### src/rtl/picorv32_regs_dump.sv
// Register file dump sequencer: walks x1..LAST_IDX (optionally a synthetic x0)
// through the shared read port and streams each value on a valid/ready channel.
module picorv32_regs_dump #(
  parameter bit          INCLUDE_X0 = 1'b0,
  parameter int unsigned LAST_IDX   = 31
) (
  input  logic        clk,
  input  logic        reset,
  input  logic        start,
  input  logic        abort,
  output logic        busy,
  output logic        done,
  output logic        rf_req,
  input  logic        rf_gnt,
  output logic [5:0]  rf_raddr,
  input  logic [31:0] rf_rdata,
  output logic        m_valid,
  input  logic        m_ready,
  output logic [31:0] m_data,
  output logic [4:0]  m_idx,
  output logic        m_last
);

  localparam logic [4:0] LAST = 5'(LAST_IDX);

  typedef enum logic [1:0] {
    IDLE,
    ARB,
    SEND,
    FIN
  } state_e;

  state_e      state_q, state_d;
  logic [4:0]  idx_q, idx_d;
  logic [31:0] data_q, data_d;
  logic [4:0]  midx_q, midx_d;
  logic        last_q, last_d;

  // State and beat registers; reset clears everything immediately.
  always_ff @(posedge clk or posedge reset) begin
    if (reset) begin
      state_q <= IDLE;
      idx_q   <= 5'd0;
      data_q  <= 32'd0;
      midx_q  <= 5'd0;
      last_q  <= 1'b0;
    end else begin
      state_q <= state_d;
      idx_q   <= idx_d;
      data_q  <= data_d;
      midx_q  <= midx_d;
      last_q  <= last_d;
    end
  end

  // Next-state logic: abort beats grant and ready in every active state.
  always_comb begin
    state_d = state_q;
    idx_d   = idx_q;
    data_d  = data_q;
    midx_d  = midx_q;
    last_d  = last_q;
    unique case (state_q)
      IDLE: begin
        if (start) begin
          if (INCLUDE_X0) begin
            idx_d   = 5'd0;
            data_d  = 32'd0;
            midx_d  = 5'd0;
            last_d  = (LAST == 5'd0);
            state_d = SEND;
          end else begin
            idx_d   = 5'd1;
            state_d = ARB;
          end
        end
      end
      ARB: begin
        if (abort) begin
          state_d = IDLE;
        end else if (rf_gnt) begin
          data_d  = rf_rdata;
          midx_d  = idx_q;
          last_d  = (idx_q == LAST);
          state_d = SEND;
        end
      end
      SEND: begin
        if (abort) begin
          state_d = IDLE;
        end else if (m_ready) begin
          if (last_q) begin
            state_d = FIN;
          end else begin
            idx_d   = idx_q + 5'd1;
            state_d = ARB;
          end
        end
      end
      FIN: begin
        state_d = IDLE;
      end
      default: begin
        state_d = IDLE;
      end
    endcase
  end

  assign busy     = (state_q != IDLE);
  assign done     = (state_q == FIN);
  assign rf_req   = (state_q == ARB);
  assign rf_raddr = {1'b0, idx_q};
  assign m_valid  = (state_q == SEND);
  assign m_data   = data_q;
  assign m_idx    = midx_q;
  assign m_last   = last_q;

endmodule

### config.mk
export PLATFORM = sky130hd
export DESIGN_NAME = picorv32_regs_dump
export DESIGN_NICKNAME = d
export VERILOG_FILES = /design/src/rtl/picorv32_regs_dump.sv
export SDC_FILE = /design/constraint.sdc
export NUM_CORES = 1
export LEC_CHECK = 0
export CAP_MARGIN = 20
export CORE_MARGIN = 1.5
export CORE_UTILIZATION = 42
export DETAILED_ROUTE_END_ITERATION = 8
export PLACE_DENSITY = 0.78
export SYNTH_ARGS = -nofsm -noshare
export SYNTH_HDL_FRONTEND = slang
export SYNTH_SLANG_ARGS = --single-unit
### constraint.sdc
create_clock -name clk -period 2.1 [get_ports clk]
set_clock_uncertainty 0.2 [all_clocks]
set_input_delay 0.42 -clock clk [delete_from_list [all_inputs] [get_ports clk]]
set_output_delay 0.42 -clock clk [all_outputs]
set_load 0.02 [all_outputs]
After elaboration in Yosys (flattened, before gate mapping)
Cells that the tools add are included.
{"block": "word_totals", "word_cells": 35, "latchBits": 0, "input_bits": 38, "out_inout_bits": 48, "ram_bits": 0, "n_memories": 0, "rom_bits": 0, "reg_bits": 45}
{"block": "op_classes", "div": 0, "n_mux": 12, "shift": 0, "mul": 0, "n_lt_le_gt_ge": 0, "reduce_logical": 6, "add_sub_neg": 1, "n_bitwise": 1, "eq_ne": 10}
{"cell": "5-bit two-way mux", "count": 4}
{"cell": "2-bit two-way mux", "count": 6}
{"cell": "5-bit one-hot mux with 2 select lines", "count": 1}
{"cell": "2-bit one-hot mux with 4 select lines", "count": 1}
{"cell": "2-bit inequality test (second input constant)", "count": 3}
{"cell": "3-bit by 2-bit inequality test with 1-bit output (second input constant)", "count": 2}
{"cell": "3-bit AND reduction", "count": 2}
{"cell": "5-bit by 1-bit adder with 5-bit output (second input constant)", "count": 1}
{"cell": "5-bit equality test (second input constant)", "count": 1}
{"cell": "5-bit AND reduction", "count": 1}
{"cell": "2-bit equality test (second input constant)", "count": 2}
{"cell": "2-bit nonzero test", "count": 2}
{"cell": "2-bit by 1-bit equality test with 1-bit output (second input constant)", "count": 1}
{"cell": "2-bit zero test", "count": 1}
{"cell": "2-bit by 1-bit inequality test with 1-bit output (second input constant)", "count": 1}
{"cell": "1-bit inverter", "count": 1}

Longest topological paths before layout
{"block": "depth", "ltp_word": 5, "depth_mapped": 5, "depth_no_buf": 5}

Least setup slack after synthesis
Ideal clock, no wire load.
{"block": "synth_path", "path_kind": "reg2reg", "start": "reg idx_q[0]", "end": "reg idx_q[4]", "path_slack_ns": 0.263, "required_time_ns": 1.779, "synth_period_minus_slack_ns": 1.837, "stages_incl_launch_ff": 6, "t_arrival_ns": 1.516, "cell_sequence": "dfrtp_1 ha_1 and3_1 ha_1 a22o_1 a22o_1"}
{"block": "synth_via", "elab_chain_len": 5}
{"element": "from (decl)", "line_no": "34", "text": "logic [4:0] idx_q, idx_d;"}
{"element": "from (signal assigned)", "line_no": "49", "text": "idx_q <= idx_d;"}
{"element": "5-bit by 1-bit adder with 5-bit output", "line_no": "95", "text": "idx_d = idx_q + 5'd1;"}
{"element": "5-bit two-way mux", "line_no": "92", "text": "if (last_q) begin"}
{"element": "5-bit two-way mux", "line_no": "91", "text": "end else if (m_ready) begin"}
{"element": "5-bit two-way mux", "line_no": "89", "text": "if (abort) begin"}
{"element": "5-bit one-hot mux with 2 select lines", "line_no": "63", "text": "unique case (state_q)"}
No other way between the ends. The select of a mux whose other input is x is not followed.
A chain may end at the register's enable or synchronous reset.

Final worst setup path
{"block": "layout_path", "start": "reg idx_q[0]", "end": "out rf_raddr[0]"}
{"element": "to (decl)", "line_no": "15", "text": "output logic [5:0] rf_raddr,"}
No word-level cell between the ends.

==> metrics.cfg <==
[synth]
synth_common_cells=sky130_fd_sc_hd__dfrtp_1 (45), sky130_fd_sc_hd__mux2_4 (20), sky130_fd_sc_hd__mux2_2 (18)
synth_top_cells_by_area=sky130_fd_sc_hd__dfrtp_1 (57%), sky130_fd_sc_hd__mux2_4 (15%), sky130_fd_sc_hd__mux2_2 (10%)
synth_seq_area_share_pct=56.5
share_of_synthesized_flip_flops_with_an_asynchronous_set_or_reset_pct=100
synthesis.nets=167
post-synth-top-area-fraction_pct=56.5
area_share_of_fa_ha_maj_cells_after_synthesis_pct=1.26
postSynthAreaPerCell_um2=15.7
synth.ff_latch_count=45
synth-compound-area-share_pct=4.77
synthesis.instances=127
edff_count_synth=0
synth.largest_area_cell=sky130_fd_sc_hd__dfrtp_1
yosysMostFrequentCell=sky130_fd_sc_hd__dfrtp_1
yosys.area_share.simple_pct=7.16
ys_warn_count=0
synth_cell_type_count=30
ys_dominant_reg_cell=sky130_fd_sc_hd__dfrtp_1
combinational_family_with_the_most_area_after_synthesis=multiplexers
synth_xor_xnor_area_share_pct=0
proportion_of_synthesized_area_in_mux_cells_pct=25.8
mappedNetlistArea_um2=1990

[cts]
clock_sink_count=45
clkLatencyLatePin_ns=0.29
clock_tree.root_cell=sky130_fd_sc_hd__clkbuf_8
cts_tree=built
cts_hold_buffers=0
clock_tree.htree_level_count=2
clock_path_buffers=2
cts_buffers=5
clk_pin_slew_worst_paths_ns=0.08

[critical_path]
timing.critical_path.buf_inv=1
critPathRequiredTime_ns=1.48
reg2reg_depth=5
worstSetupStartpointType=flip-flop
critical_path_depth=1
path_cells=clkdlybuf4s50_1
worst-path-max-fanout=7
worst_setup_path_end=rf_raddr[0]
worstReg2RegEnd=idx_q[4]$_DFFE_PP0P_
crit_path_max_cell_delay_ns=0.65
start_to_end_type_of_the_worst_setup_path=reg -> out
worstReg2RegStart=idx_q[0]$_DFFE_PP0P_
setup.worst_path.start=idx_q[0]$_DFFE_PP0P_
cp_slowest_cell=sky130_fd_sc_hd__clkdlybuf4s50_1
critical_path.top_delay_family=buffers and inverters
setup.reg_to_reg.worst_slack_ns=0.25
worst_ep_arrival_time_ns=1.40
worst_setup_path_end_kind=primary output

[layout]
syn2layout_area_growth_pct=51.4
design_area_um2=3020
n_antenna_cell=0
final_net_count=260
utilization_pct=67.9
layout-drive-gt1-share_pct=26.7
num-fill-cells=328

[die]
std_cell_rows=24
ios=86
die_area_um2=5160
core_region_area_um2=4440
fp.dieH_um=71.9
initial_utilization_pct=44.8
floorplan.die.width_um=71.9

[worst_hold_path]
hold_class=in -> async

[power]
max-vdd-ir-drop_v=0.000597
power.share.switching_pct=30.3
internal_power_mw=2.26
sequentialPowerShare_pct=38.7
report.power.total_mw=3.24
net-switching-power_uw=979
power_frac_clock_pct=20.4
p_per_area_nw_per_um2=1070
cellLeakagePower_nw=1.34
power_frac_comb_pct=40.9

[run]
cap_viol_max_count=0

[global_routing]
grt.overflow.total=0
grt_first_pass_wirelength_mm=6.97
largest_net_degree_at_the_start_of_global_routing=30
grt_use_total_pct=17.7
vias_in_the_first_global_route=1437
antenna_found_initial=0

[routing]
detail_route.vias_per_cell=5.08
totalWireLength_mm=4.42
drt.antenna.violating_nets=0
drtPass1Iterations=6
vias=1387
post_drt_wl_per_cell_um=16.2
drt-initial-drc-count=67
post-route-drc-count=8

[timing]
post-route-min-period_ns=2.02
timing.final.crit_share_pct=96.0
fin_tns_setup_ns=0
setup_viol_count_final=0
hold_viol=0
maxSlewViolCount=0
grt_setup_unrepaired=false
max_freq_ghz=0.496

[run_status]
violations=design-rule violations
outcome=complete, but fails checks

[place]
gpl.final_weighted_congestion=0.762
port_buffers=84
dpl.hpwl_mm=3.28
detailed_place.area_um2=2900

## through the flow
step	instances	setup slack, ns	hold slack, ns
final	273	0.0838	0.231
after global routing	273	0.0329	0.269
after CTS	273	0.0652	0.243
after detailed placement	265	-0.0867	0.292
after global placement	265	-0.0414	0.292
after floorplan	127	0.263	0.283
## area by class of cell
type                    instances  area, µm²  share of cell area [%]
clock buffers                   7       86.3                    2.86
clock inverters                 1       30.0                   0.995
inverters                       2       7.51                   0.249
multi-input cells              74        779                    25.8
flip-flops and latches         45       1130                    37.4
well taps                      52       65.1                    2.16
repair buffers                 92        921                    30.5
## timing repair
action / CTS / global route
buffers inserted: 0 / 0
endpoints found under the setup margin: 4 / 0
resized for setup: 5 / 0
## metal layers
| layer | share of wire (%) | GRT usage (%) | vias up |
|---|---|---|---|
| met4 | 1.2 | 6.50 | 0 |
| met5 | 0 | 0 | - |
| li1 | - | - | 640 |
| met2 | 51 | 30.2 | 57 |
| met3 | 7.3 | 4.92 | 4 |
| met1 | 41 | 21.3 | 686 |
## worst min path at each step
stage	slack, ns	depth (start not counted)	start	endpoint
floorplan	0.28	1	abort	state_q[1]$_DFFE_PP0P_
global placement	0.29	1	m_data[17]$_DFFE_PP0P_	m_data[17]$_DFFE_PP0P_
detailed placement	0.29	1	m_data[5]$_DFFE_PP0P_	m_data[5]$_DFFE_PP0P_
CTS	0.24	2	reset	m_data[19]$_DFFE_PP0P_
global route	0.27	2	reset	m_data[19]$_DFFE_PP0P_
finish	0.23	2	reset	m_data[19]$_DFFE_PP0P_
## layout by cell type (no fill, tap or decap), drive strengths merged
| cell type | instances |
|---|---|
| o21ai | 1 |
| o21bai | 1 |
| ha | 2 |
| a211o | 2 |
| a311oi | 1 |
| mux2i | 1 |
| conb | 1 |
| nand2 | 3 |
| and4b | 2 |
| mux2 | 38 |
| and2 | 1 |
| or3b | 1 |
| dlygate4sd2 | 4 |
| bufinv | 1 |
| clkbuf | 7 |
| or2b | 1 |
| dfrtp | 45 |
| and3b | 1 |
| a21oi | 3 |
| o22ai | 1 |
| a22o | 4 |
| nor3b | 2 |
| clkdlybuf4s50 | 80 |
| or2 | 1 |
| buf | 8 |
| nor2b | 3 |
| nor4b | 1 |
| and3 | 2 |
| inv | 2 |
| and2b | 1 |
## state kept, by name, indices dropped and copies added, names as in the netlist
register  cells
m_data       32
idx_q         5
m_idx         5
state_q       2
m_last        1
## logic make-up (layout without fill, tap and decap cells)
kind of cell / after synthesis / in the layout
other cells: 1 / 1
compound gates: 13 / 13
simple gates: 19 / 19
flops: 45 / 45
buf+inv: 8 / 102
fa+ha+maj: 2 / 2
mux: 39 / 39
## power by group through the flow
stage	registers, mW	clock network (mW)	logic (mW)
after CTS	1.26	0.688	1.34
final	1.25	0.661	1.32
after floorplan	1.56	0	0.388
after global placement	1.25	0	1.31
after global routing	1.29	0.727	1.39
after detailed placement	1.27	0	1.34
No activity file was read; power rests on OpenSTA's default activity.
